### src/rtl/key_io_pkg.sv
// Shared constants for the KEY peripheral: register map, KCTRL bit positions
// and small helpers used by the responder.
package key_io_pkg;

  localparam int DBITS = 32;
  localparam int NKEYS = 4;

  localparam logic [DBITS-1:0] ADDR_KDATA  = 32'hF0000010;
  localparam logic [DBITS-1:0] ADDR_KCTRL  = 32'hF0000110;
  localparam logic [DBITS-1:0] KCNT_OFFSET = 32'd4;

  localparam int READY_BIT = 0;
  localparam int OVR_BIT   = 1;
  localparam int IE_BIT    = 8;

  function automatic logic [DBITS-1:0] packCtrl(input logic ready, input logic overrun,
                                                input logic ie);
    logic [DBITS-1:0] r;
    r            = '0;
    r[READY_BIT] = ready;
    r[OVR_BIT]   = overrun;
    r[IE_BIT]    = ie;
    return r;
  endfunction

  function automatic logic [2:0] countOnes4(input logic [3:0] v);
    return {2'b0, v[0]} + {2'b0, v[1]} + {2'b0, v[2]} + {2'b0, v[3]};
  endfunction

endpackage

### src/rtl/key_io_responder_if.sv
// Memory-stage bus seen by the KEY peripheral: the CPU side is the master,
// the peripheral answers as slave.
interface key_io_if #(parameter int DBITS = 32);
  logic [DBITS-1:0] addrMemIn;
  logic             isLoad;
  logic             isStore;
  logic [DBITS-1:0] dataIn;
  logic [DBITS-1:0] dataOut;
  logic             hit;

  modport master (output addrMemIn, isLoad, isStore, dataIn, input dataOut, hit);
  modport slave  (input addrMemIn, isLoad, isStore, dataIn, output dataOut, hit);
endinterface

### src/rtl/key_io_responder_debouncer.sv
// One push-button: two-flop synchronizer, consecutive-mismatch counter and the
// accepted (1 = pressed) state, plus a pulse in the cycle the state flips.
module key_debouncer #(
  parameter logic [19:0] DEBOUNCE_CYCLES = 20'd500000,
  parameter bit          KEY_ACTIVE_LOW  = 1'b1
) (
  input  logic clk,
  input  logic reset_n,
  input  logic keyPin,
  output logic keyState,
  output logic keyToggle
);

  localparam logic IDLE_LEVEL = KEY_ACTIVE_LOW ? 1'b1 : 1'b0;

  logic        sync1;
  logic        sync2;
  logic        pressed;
  logic [19:0] count;

  assign pressed   = KEY_ACTIVE_LOW ? ~sync2 : sync2;
  // Pulse is combinational so the owner's flags update on the same edge as keyState.
  assign keyToggle = (pressed != keyState) && (count == DEBOUNCE_CYCLES - 20'd1);

  always_ff @(posedge clk or negedge reset_n) begin
    if (!reset_n) begin
      sync1    <= IDLE_LEVEL;
      sync2    <= IDLE_LEVEL;
      count    <= '0;
      keyState <= 1'b0;
    end else begin
      sync1 <= keyPin;
      sync2 <= sync1;
      if (keyToggle) begin
        keyState <= ~keyState;
        count    <= '0;
      end else if (pressed != keyState) begin
        count <= count + 20'd1;
      end else begin
        count <= '0;
      end
    end
  end

endmodule

### src/rtl/key_io_responder.sv
// Memory-mapped KEY peripheral: debounced key state, ready/overrun/IE flags and irq.
// Optional press counter at ADDR_KCTRL+4 when KEY_PRESS_COUNT_EN is defined.
module key_io_responder
  import key_io_pkg::*;
#(
  parameter logic [19:0] DEBOUNCE_CYCLES = 20'd500000,
  parameter bit          KEY_ACTIVE_LOW  = 1'b1
) (
  input  logic       clk,
  input  logic       reset_n,
  input  logic [3:0] KEY,
  key_io_if.slave    bus,
  output logic       irq
);

  logic [NKEYS-1:0] keyState;
  logic [NKEYS-1:0] keyToggle;
  logic             ready;
  logic             overrun;
  logic             ie;
  logic             isKdata;
  logic             isKctrl;
  logic             loadOp;
  logic             storeOp;
  logic             kdataRead;
  logic             kctrlWrite;
  logic             changeEvt;
  logic [DBITS-1:0] readData;
  logic             unusedDataIn;

  for (genvar g = 0; g < NKEYS; g++) begin : gen_key
    key_debouncer #(
      .DEBOUNCE_CYCLES(DEBOUNCE_CYCLES),
      .KEY_ACTIVE_LOW (KEY_ACTIVE_LOW)
    ) u_deb (
      .clk      (clk),
      .reset_n  (reset_n),
      .keyPin   (KEY[g]),
      .keyState (keyState[g]),
      .keyToggle(keyToggle[g])
    );
  end

  assign isKdata    = (bus.addrMemIn == ADDR_KDATA);
  assign isKctrl    = (bus.addrMemIn == ADDR_KCTRL);
  // A simultaneous load and store is handled as a store only.
  assign storeOp    = bus.isStore;
  assign loadOp     = bus.isLoad & ~bus.isStore;
  assign kdataRead  = loadOp & isKdata;
  assign kctrlWrite = storeOp & isKctrl;
  assign changeEvt  = |keyToggle;
  assign unusedDataIn = ^bus.dataIn;

  always_ff @(posedge clk or negedge reset_n) begin
    if (!reset_n) begin
      ready   <= 1'b0;
      overrun <= 1'b0;
      ie      <= 1'b0;
      irq     <= 1'b0;
    end else begin
      irq <= ready & ie;
      // A new event always wins over a read or a software clear.
      if (changeEvt)
        ready <= 1'b1;
      else if (kdataRead || (kctrlWrite && !bus.dataIn[READY_BIT]))
        ready <= 1'b0;
      if (changeEvt && ready && !kdataRead)
        overrun <= 1'b1;
      else if (kctrlWrite && !bus.dataIn[OVR_BIT])
        overrun <= 1'b0;
      if (kctrlWrite)
        ie <= bus.dataIn[IE_BIT];
    end
  end

`ifdef KEY_PRESS_COUNT_EN
  logic        isKcnt;
  logic [15:0] pressCount;
  logic [15:0] pressBase;

  assign isKcnt    = (bus.addrMemIn == ADDR_KCTRL + KCNT_OFFSET);
  assign pressBase = (storeOp && isKcnt) ? 16'd0 : pressCount;

  always_ff @(posedge clk or negedge reset_n) begin
    if (!reset_n)
      pressCount <= '0;
    else
      pressCount <= pressBase + {13'b0, countOnes4(keyToggle & ~keyState)};
  end

  always_comb begin
    readData = '0;
    if (isKdata)
      readData = {{(DBITS-NKEYS){1'b0}}, keyState};
    else if (isKctrl)
      readData = packCtrl(ready, overrun, ie);
    else if (isKcnt)
      readData = {{(DBITS-16){1'b0}}, pressCount};
  end

  assign bus.hit = isKdata | isKctrl | isKcnt;
`else
  always_comb begin
    readData = '0;
    if (isKdata)
      readData = {{(DBITS-NKEYS){1'b0}}, keyState};
    else if (isKctrl)
      readData = packCtrl(ready, overrun, ie);
  end

  assign bus.hit = isKdata | isKctrl;
`endif

  assign bus.dataOut = readData;

endmodule

### src/flat_wrapper.sv
// flat-port wrapper written by rule: the top's interface ports become plain ports
module key_io_responder_flat import key_io_pkg::*;
#(
  parameter logic [19:0] DEBOUNCE_CYCLES = 20'd500000,
  parameter bit          KEY_ACTIVE_LOW  = 1'b1
)
  (clk, reset_n, KEY, irq, bus_addrMemIn, bus_isLoad, bus_isStore, bus_dataIn, bus_dataOut, bus_hit);
  key_io_if #(.DBITS(DBITS)) bus_i ();
  input  logic clk;
  input  logic reset_n;
  input  logic [3:0] KEY;
  output logic irq;
  input wire logic [$bits(bus_i.addrMemIn)-1:0] bus_addrMemIn;
  input wire logic [$bits(bus_i.isLoad)-1:0] bus_isLoad;
  input wire logic [$bits(bus_i.isStore)-1:0] bus_isStore;
  input wire logic [$bits(bus_i.dataIn)-1:0] bus_dataIn;
  output wire logic [$bits(bus_i.dataOut)-1:0] bus_dataOut;
  output wire logic [$bits(bus_i.hit)-1:0] bus_hit;
  assign bus_i.addrMemIn = bus_addrMemIn;
  assign bus_i.isLoad = bus_isLoad;
  assign bus_i.isStore = bus_isStore;
  assign bus_i.dataIn = bus_dataIn;
  assign bus_dataOut = bus_i.dataOut;
  assign bus_hit = bus_i.hit;
  key_io_responder #(.DEBOUNCE_CYCLES(DEBOUNCE_CYCLES), .KEY_ACTIVE_LOW(KEY_ACTIVE_LOW)) u_core (.clk(clk), .reset_n(reset_n), .KEY(KEY), .bus(bus_i), .irq(irq));
endmodule
### config.mk
export PLATFORM = sky130hd
export DESIGN_NAME = key_io_responder_flat
export DESIGN_NICKNAME = d
export VERILOG_FILES = /design/src/rtl/key_io_pkg.sv /design/src/rtl/key_io_responder_if.sv /design/src/rtl/key_io_responder_debouncer.sv /design/src/rtl/key_io_responder.sv /design/src/flat_wrapper.sv
export SDC_FILE = /design/constraint.sdc
export NUM_CORES = 1
export LEC_CHECK = 0
export CAP_MARGIN = 30
export CORE_AREA = 2 2 115 117
export DETAILED_ROUTE_END_ITERATION = 7
export DIE_AREA = 0 0 117 119
export PLACE_DENSITY = 0.73
export SETUP_SLACK_MARGIN = 0.02
export SYNTH_ARGS = -nofsm -noshare
export SYNTH_HDL_FRONTEND = slang
export SYNTH_SLANG_ARGS = --single-unit
### constraint.sdc
create_clock -name clk -period 3.6 [get_ports clk]
set_clock_uncertainty 0.2 [all_clocks]
set_input_delay 0.9 -clock clk [delete_from_list [all_inputs] [get_ports clk]]
set_output_delay 0.9 -clock clk [all_outputs]
set_load 0.02 [all_outputs]
==> results of run 1 <==
==> report_power, final <==
part	total (W)	switching, W	internal [W]	leakage (nW)
combinational	0.000141	0.0000875	0.0000536	1.14
clock	0.000971	0.000393	0.000578	0.149
sequential	0.00111	0.0000137	0.00110	1.30
==> through the flow <==
step | instances | hold slack [ns] | setup slack (ns) | cell area [um2]
6_report | 727 | 0.1550 | 0.04492 | 5836
5_1_grt | 727 | 0.1610 | 0.02389 | 5836
4_1_cts | 727 | 0.1560 | 0.02145 | 5752
3_5_place_dp | 710 | 0.1468 | -0.7076 | 5404
3_3_place_gp | 710 | 0.1463 | -0.6540 | 5404
2_1_floorplan | 517 | 0.1452 | 0.2148 | 4905
==> worst max path at each step <==
stage / slack (ns) / end / depth (start not counted)
6_report: 0.04 / bus_dataOut[8] / 8
5_1_grt: 0.02 / bus_dataOut[8] / 8
4_1_cts: 0.02 / bus_dataOut[3] / 7
3_5_place_dp: -0.71 / bus_dataOut[2] / 7
3_3_place_gp: -0.65 / bus_dataOut[2] / 7
2_1_floorplan: 0.21 / bus_dataOut[2] / 5
==> registers in the layout, summed over array words and instances (netlist names) <==
register	cells
u_core.ie	1
u_core.gen_key.u_deb.keyState	4
u_core.irq	1
u_core.gen_key.u_deb.count	80
u_core.ready	1
u_core.overrun	1
u_core.gen_key.u_deb.sync2	4
u_core.gen_key.u_deb.sync1	4
==> cells by family after synthesis <==
logic type | share of synthesized area
buf+inv | 0.06637
other cells | 0.0007801
compound gates | 0.004685
flops | 0.5018
fa+ha+maj | 0.01041
simple gates | 0.2637
mux | 0.006507
xor+xnor | 0.1458
==> critical path, delay by kind of cell <==
kind / cells / cell delay [ns]
AND/OR/NAND/NOR: 4 / 0.78
buffers and inverters: 4 / 0.77
==> layout make-up <==
type	count	area (um2)
Clock inverter	4	51.30
Sequential cell	96	2412
Clock buffer	12	256.5
Timing Repair Buffer	56	573.1
Inverter	14	52.55
Multi-Input combinational cell	369	2270
Tap cell	176	220.2
Fill cell	1195	7039
==> routing by layer <==
| layer | share of wire | track usage |
|---|---|---|
| met1 | 0.43 | 0.1797 |
| met2 | 0.50 | 0.2511 |
| met3 | 0.062 | 0.03308 |
| met4 | 0.013 | 0.04191 |
| met5 | 0 | 0 |
==> cell usage in the layout (no fill, tap or decap), drive strengths merged, types with 11 or more instances in the layout <==
master         count
dlygate4sd2       11
buf               14
inv               15
clkbuf            12
nand3             29
nor2             104
xnor2             43
dlymetal6s2s      15
dfrtp             88
xor2              37
clkdlybuf4s50     16
nor3              14
nand4             25
conb              27
nor4              19
nand2             27
==> what timing repair did <==
item	4_1_cts	5_1_grt
setup endpoints to repair	6	5
buffers inserted	1	0
gates resized for setup	54	22
pin swaps	11	10
==> results.toml, run 1 <==
[clocking]
clkSinkCount = 96
clk_latency_ns = 0.34
htree_levels = 3
clockBufferDepth = 2
clkTransAtPathRegs_ns = 0.06
root_buffer = "clkbuf_16"
cts_hold_buf = 0
cts_tree = "yes"
numCtsBuffers = 9

[sta]
hold_viol = 0
report.final.slew_viol_count = 0
maxSlewHeadroom = 0.4515
rsz0062_at_grt = "false"
setup_viol = 0
tightest_slew_ns = 0.8113
tns_ns = 0
min_period_ns = 3.555
finalCritPeriodShare = 0.9875
fmax_mhz = 281.3

[placed_design]
port_buffers = 49
dpl.hpwl_um = 6862
gp_routability_congestion = 0.7840

[logic_synthesis]
ys.warnings.count = 0
synth.distinct_cells = 36
synth_area_leader_cell = "dfrtp_1"
syn-cell-area_um2 = 4807
yosys-top-cells-count = "nor2_1 (102), dfrtp_1 (88), xnor2_1 (43)"
synthCells = 491
synth_top_cell_area_share = 0.4581
synth_ff_type = "dfrtp_1"
ys_seq_area_frac = 0.5018
syn_avg_cell_area_um2 = 9.790
synth.most_common_cell = "nor2_1"
synthTopCellsByArea = "dfrtp_1 (46%), nor2_1 (8.0%), xnor2_1 (7.8%), xor2_1 (6.7%), buf_4 (4.5%)"
synth_edf_count = 0
async_flop_share = 1.000
synth-seq-cells = 96

[flow_run]
max_cap_viol_count = 0

[floorplanning]
die_y_um = 119
io_pins = 106
initial_core_util = 0.3734
num_rows = 42
dieArea_um2 = 13920
die_x_um = 117
core_um2 = 12870

[status]
run_status = "completed"

[detailed_routing]
remaining_drc_errors = 0
first_iter_violations = 172
first_pass_iters = 4
viasPerCell = 4.934
ant_nets = 0
wl_per_cell_um = 13.33
wl_um = 9689
via_count = 3587

[power_and_ir_drop]
power_density_nw_per_um2 = 381.0
peakVddDrop_v = 0.0002267
p_total_w = 0.002223
p_leak_nw = 2.584

[worst_setup_path]
crit_path_start_kind = "input pin"
crit_slowest_cell = "clkdlybuf4s50_1"
slowest_delay_ns = 0.49
timing.rr.start = "u_core.gen_key[0].u_deb.count[9]$_DFF_PN0_"
cpMostUsedCell = "buf_6"
end_kind = "output port"
crit_fanout = 5
worstPathCellList = "clkdlybuf4s50_1 > and3b_1 > nand4_1 > or2_4 > buf_6 > inv_2 > and3_4 > buf_6"
required_ns = 2.50
critPathLaunch = "bus_addrMemIn[29]"
r2r_cells = 5
crit_arrival_ns = 2.46
critPathKind = "in2out"
r2r_end = "u_core.gen_key[0].u_deb.count[18]$_DFF_PN0_"
reg2reg_setup_slack_ns = 1.04

[cells_and_area]
final_core_util = 0.4533
area_growth_pct = 21.40
final_nets = 622
n_antenna_cell = 0
drive_above_1_share = 0.1071

[worst_hold_path]
worst_hold_path.num_cells = 0
min_to = "u_core.gen_key[1].u_deb.sync2$_DFF_PN1_"
hold_path.class = "reg2reg"
hp-start = "u_core.gen_key[1].u_deb.sync1$_DFF_PN1_"

[global_route]
grt_pass1_vias = 3615
grtUsageTotal = 0.1452
grt-ovfl-total = 0
antenna_found_initial = 0
grt_pass1_wl_um = 16100
grt_max_degree = 51
Note: power is estimated with default switching activity, not from simulation.
==> inputs of run 2 (changes only) <==
clock period = 4.4 ns   (was 3.6 ns; I/O delays follow)
==> run 2 against run 1 <==
Die area stayed put. Sequential share of layout area rose by 0.61 points. Worst setup slack better by 0.071 ns. Final cell count rose by 0.14%. Critical path type unchanged.
==> results.toml, run 2 (synthesis results as in run 1) <==
[status]
run_status = "completed"

[clocking]
clockBufferDepth = 2
cts_hold_buf = 0
cts_tree = "yes"
clkTransAtPathRegs_ns = 0.07
clkSinkCount = 96
numCtsBuffers = 9
htree_levels = 3
root_buffer = "clkbuf_16"
clk_latency_ns = 0.34

[sta]
setup_viol = 0
tightest_slew_ns = 0.8988
report.final.slew_viol_count = 0
fmax_mhz = 233.4
maxSlewHeadroom = 0.4008
setup_ws_ns = 0.1164
whs_ns = 0.1600
rsz0062_at_grt = "false"
min_period_ns = 4.284
finalCritPeriodShare = 0.9735
hold_viol = 0

[detailed_routing]
wl_per_cell_um = 13.21
viasPerCell = 4.857
via_count = 3536
wl_um = 9620
first_pass_iters = 4
ant_nets = 0
first_iter_violations = 154
remaining_drc_errors = 0

[global_route]
grt_max_degree = 73
grt_pass1_wl_um = 16280
grtUsageTotal = 0.1465
grt_pass1_vias = 3636
grt-ovfl-total = 0
antenna_found_initial = 0

[worst_setup_path]
end_kind = "output port"
crit_fanout = 5
required_ns = 3.10
crit_arrival_ns = 2.98
critPathKind = "in2out"
crit_path_start_kind = "input pin"

[cells_and_area]
drive_above_1_share = 0.08696
largest-register = "u_core.gen_key.u_deb.count"
mostFrequentLayoutCells = "nor2_1 (102), dfrtp_1 (88), xnor2_1 (43)"
fin_cells = 728
area_growth_pct = 19.63
final_nets = 623
largest_reg_flops = 80
final_common_cell = "nor2_1"
n_antenna_cell = 0

[floorplanning]
initial_core_util = 0.3734
die_y_um = 119
core_um2 = 12870
num_rows = 42
io_pins = 106
dieArea_um2 = 13920
die_x_um = 117

[power_and_ir_drop]
p_total_w = 0.001908
power_density_nw_per_um2 = 331.7
peakVddDrop_v = 0.0001818
p_leak_nw = 2.412

[placed_design]
dp_slack_ns = -0.3172
gp_routability_congestion = 0.7908
port_buffers = 49
dpl.hpwl_um = 6762
dp.cells = 712

[flow_run]
max_cap_viol_count = 0

[worst_hold_path]
hold_path.class = "reg2reg"
-- run 2: cell types whose count changed in the layout (fill, tap and decap cells not counted), sizes merged, moves of 3 or more --
| cell | previous run | this run |
|---|---|---|
| dlygate4sd2 | 11 | 1 |
| clkdlybuf4s15 | 0 | 3 |
| buf | 14 | 10 |
| dlymetal6s2s | 15 | 0 |
| clkdlybuf4s50 | 16 | 42 |
-- run 2: critical path, stage by stage --
cell             delay [ns]
clkdlybuf4s50_1        0.43
nor4b_2                0.31
buf_4                  0.16
nand4_1                0.08
or2_4                  0.28
buf_4                  0.15
inv_1                  0.06
and3_1                 0.16
clkdlybuf4s15_2        0.26
-- run 2: metal layers --
metal,wire (um),vias to the layer above,GRT usage
met2,4650,106,0.2467
li1,-,1703,-
met3,539,10,0.03613
met4,111,0,0.04412
met5,0,-,0
met1,4319,1717,0.1851
-- run 2: path summary, 6_finish.rpt --
kind,from,to,slack [ns],cells after the start
worst max-delay path,bus_addrMemIn[18],bus_dataOut[8],0.12,9
worst min-delay path,u_core.gen_key[0].u_deb.sync1$_DFF_PN1_,u_core.gen_key[0].u_deb.sync2$_DFF_PN1_,0.16,0
worst max register to register,u_core.gen_key[0].u_deb.count[0]$_DFF_PN0_,u_core.gen_key[0].u_deb.count[15]$_DFF_PN0_,1.83,6
worst min register to register,u_core.gen_key[0].u_deb.sync1$_DFF_PN1_,u_core.gen_key[0].u_deb.sync2$_DFF_PN1_,0.16,0
max in group asynchronous,reset_n,u_core.gen_key[2].u_deb.sync1$_DFF_PN1_,2.51,2
min in group asynchronous,reset_n,u_core.gen_key[2].u_deb.count[6]$_DFF_PN0_,0.68,1
-- run 2: timing repair --
item / CTS / global route
cloned: 0 / 0
endpoints found under the setup margin: 6 / 6
buffers inserted: 0 / 0
gates resized for setup: 14 / 5
-- run 2: layout make-up --
type | count | area, um2
Multi-Input combinational cell | 369 | 2182
Clock inverter | 7 | 118.9
Inverter | 14 | 52.55
Clock buffer | 9 | 225.2
Fill cell | 1193 | 7124
Sequential cell | 96 | 2412
Tap cell | 176 | 220.2
Timing Repair Buffer | 57 | 539.3
-- run 2: report_power, final --
part           total (W)  internal (W)  switching, W
sequential      0.000909      0.000898     0.0000111
combinational   0.000113     0.0000462     0.0000667
clock           0.000886      0.000556      0.000329
total            0.00191       0.00150      0.000407
-- run 2: per-stage QoR --
step,utilization,setup TNS [ns],cell area [um2]
2_1_floorplan,-,0,4905
3_3_place_gp,0.4199,-1.352,5406
3_5_place_dp,0.4199,-1.648,5406
4_1_cts,0.4467,0,5752
5_1_grt,0.4466,0,5751
6_report,0.4466,0,5751
==> inputs of run 3 (changes only) <==
REMOVE_ABC_BUFFERS = 1   (was not set)
==> run 3 against run 2 <==
Sequential share of layout area rose by 0.064 points. Total power shrank 2.8%. Maximum frequency decreased by 0.18%. Cell area shrank 0.15%. Clock-buffer cell count up 2. Via count fell by 1.6%. Global-route usage is 0.62 points lower. Critical endpoint is now bus_hit. Largest cell class unchanged. Largest power group unchanged.
==> results.toml, run 3 (synthesis results as in run 1) <==
[cells_and_area]
mostFrequentLayoutCells = "nor2_1 (102), dfrtp_1 (88), xnor2_1 (43)"
fillers = 1198
area_growth_pct = 19.44
drive_above_1_share = 0.08545
largest-register = "u_core.gen_key.u_deb.count"
largest_reg_flops = 80
n_antenna_cell = 0
final_nets = 621
fin_cells = 726
final_common_cell = "nor2_1"

[clocking]
numCtsBuffers = 9
root_buffer = "clkbuf_16"
clkTransAtPathRegs_ns = 0.06
clk_latency_ns = 0.34
htree_levels = 3
clockBufferDepth = 2
clkSinkCount = 96
cts_hold_buf = 0
cts_tree = "yes"

[sta]
fmax_mhz = 233.0
hold_viol = 0
min_period_ns = 4.291
tightest_slew_ns = 0.8408
whs_ns = 0.1551
setup_viol = 0
maxSlewHeadroom = 0.4395
report.final.slew_viol_count = 0
finalCritPeriodShare = 0.9753

[global_route]
antenna_found_initial = 0
grt_pass1_wl_um = 15760
grt-ovfl-total = 0
grt_max_degree = 71
grt_pass1_vias = 3583
grtUsageTotal = 0.1403

[placed_design]
port_buffers = 49
gp_routability_congestion = 0.8123
dp.cells = 710
dpl.hpwl_um = 6587

[worst_hold_path]
worst_hold_path.num_cells = 0
hold_path.class = "reg2reg"

[worst_setup_path]
r2r_cells = 5
crit_arrival_ns = 2.99
required_ns = 3.10
crit_path_start_kind = "input pin"
crit_fanout = 6
critPathKind = "in2out"
end_kind = "output port"

[detailed_routing]
first_pass_iters = 4
ant_nets = 0
via_count = 3478
remaining_drc_errors = 0
wl_um = 9269
wl_per_cell_um = 12.77
viasPerCell = 4.791
first_iter_violations = 184

[status]
run_status = "completed"

[power_and_ir_drop]
p_switching_w = 0.0003965
intPower_w = 0.001457
pwr-share-comb = 0.062
power_density_nw_per_um2 = 322.9
p_leak_nw = 2.403
p_total_w = 0.001854
pwr-share-clk = 0.448
swShare = 0.2139
peakVddDrop_v = 0.0001738
p_seq_frac = 0.491

[floorplanning]
die_y_um = 119
initial_core_util = 0.3734
dieArea_um2 = 13920
die_x_um = 117
core_um2 = 12870
io_pins = 106
num_rows = 42

[flow_run]
max_cap_viol_count = 0
==> run 3: routing by layer <==
| layer | track usage | share of wire |
|---|---|---|
| met2 | 0.2500 | 0.50 |
| met4 | 0.04338 | 0.012 |
| met5 | 0 | 0 |
| met3 | 0.03155 | 0.059 |
| met1 | 0.1662 | 0.43 |
==> run 3: power by group through the flow <==
stage / Sequential [W] / Clock (W) / Combinational (W)
final: 0.000909 / 0.000830 / 0.000114
after global routing: 0.000911 / 0.000888 / 0.000129
after CTS: 0.000909 / 0.000850 / 0.000114
after detailed placement: 0.000925 / 0 / 0.000113
after global placement: 0.000924 / 0 / 0.000110
after floorplan: 0.000923 / 0 / 0.0000477
==> run 3: metrics by stage <==
| stage | worst slack, ns | area [um2] | setup TNS (ns) | utilization |
|---|---|---|---|---|
| after detailed placement | -0.3157 | 5391 | -1.517 | 0.4188 |
| after floorplan | 0.7159 | 4638 | 0 | - |
| final | 0.1089 | 5742 | 0 | 0.4460 |
| after global placement | -0.2548 | 5391 | -1.177 | 0.4188 |
| after CTS | 0.05145 | 5719 | 0 | 0.4442 |
| after global routing | -0.007037 | 5742 | -0.009000 | 0.4460 |
==> run 3: layout make-up <==
class / count / area (um2) / area share
tap: 176 / 220.2 / 0.03835
inverter: 14 / 52.55 / 0.009152
sequential: 96 / 2412 / 0.4201
multi-input combinational: 369 / 2210 / 0.3848
clock buffer: 11 / 242.7 / 0.04228
clock inverter: 5 / 80.08 / 0.01395
timing repair buffer: 55 / 524.3 / 0.09131
==> run 3: critical path: stages <==
cell             delay [ns]
clkdlybuf4s50_1        0.43
nor4_2                 0.31
nand4_1                0.12
or2_2                  0.37
buf_4                  0.17
inv_1                  0.06
buf_4                  0.10
dlygate4sd2_1          0.32
==> run 3: repair_timing <==
item	4_1_cts	5_1_grt
resized for setup	8	8
setup buffers	0	0
endpoints found under the setup margin	6	4
==> run 3: worst paths after layout <==
check	start	to	slack, ns
setup / recovery	bus_addrMemIn[1]	bus_hit	0.11
hold / removal	u_core.gen_key[3].u_deb.sync1$_DFF_PN1_	u_core.gen_key[3].u_deb.sync2$_DFF_PN1_	0.16
setup reg to reg	u_core.gen_key[2].u_deb.count[9]$_DFF_PN0_	u_core.gen_key[2].u_deb.count[2]$_DFF_PN0_	1.84
hold reg to reg	u_core.gen_key[3].u_deb.sync1$_DFF_PN1_	u_core.gen_key[3].u_deb.sync2$_DFF_PN1_	0.16
max in group asynchronous	reset_n	u_core.gen_key[2].u_deb.sync2$_DFF_PN1_	2.54
min in group asynchronous	reset_n	u_core.gen_key[0].u_deb.count[6]$_DFF_PN0_	0.68
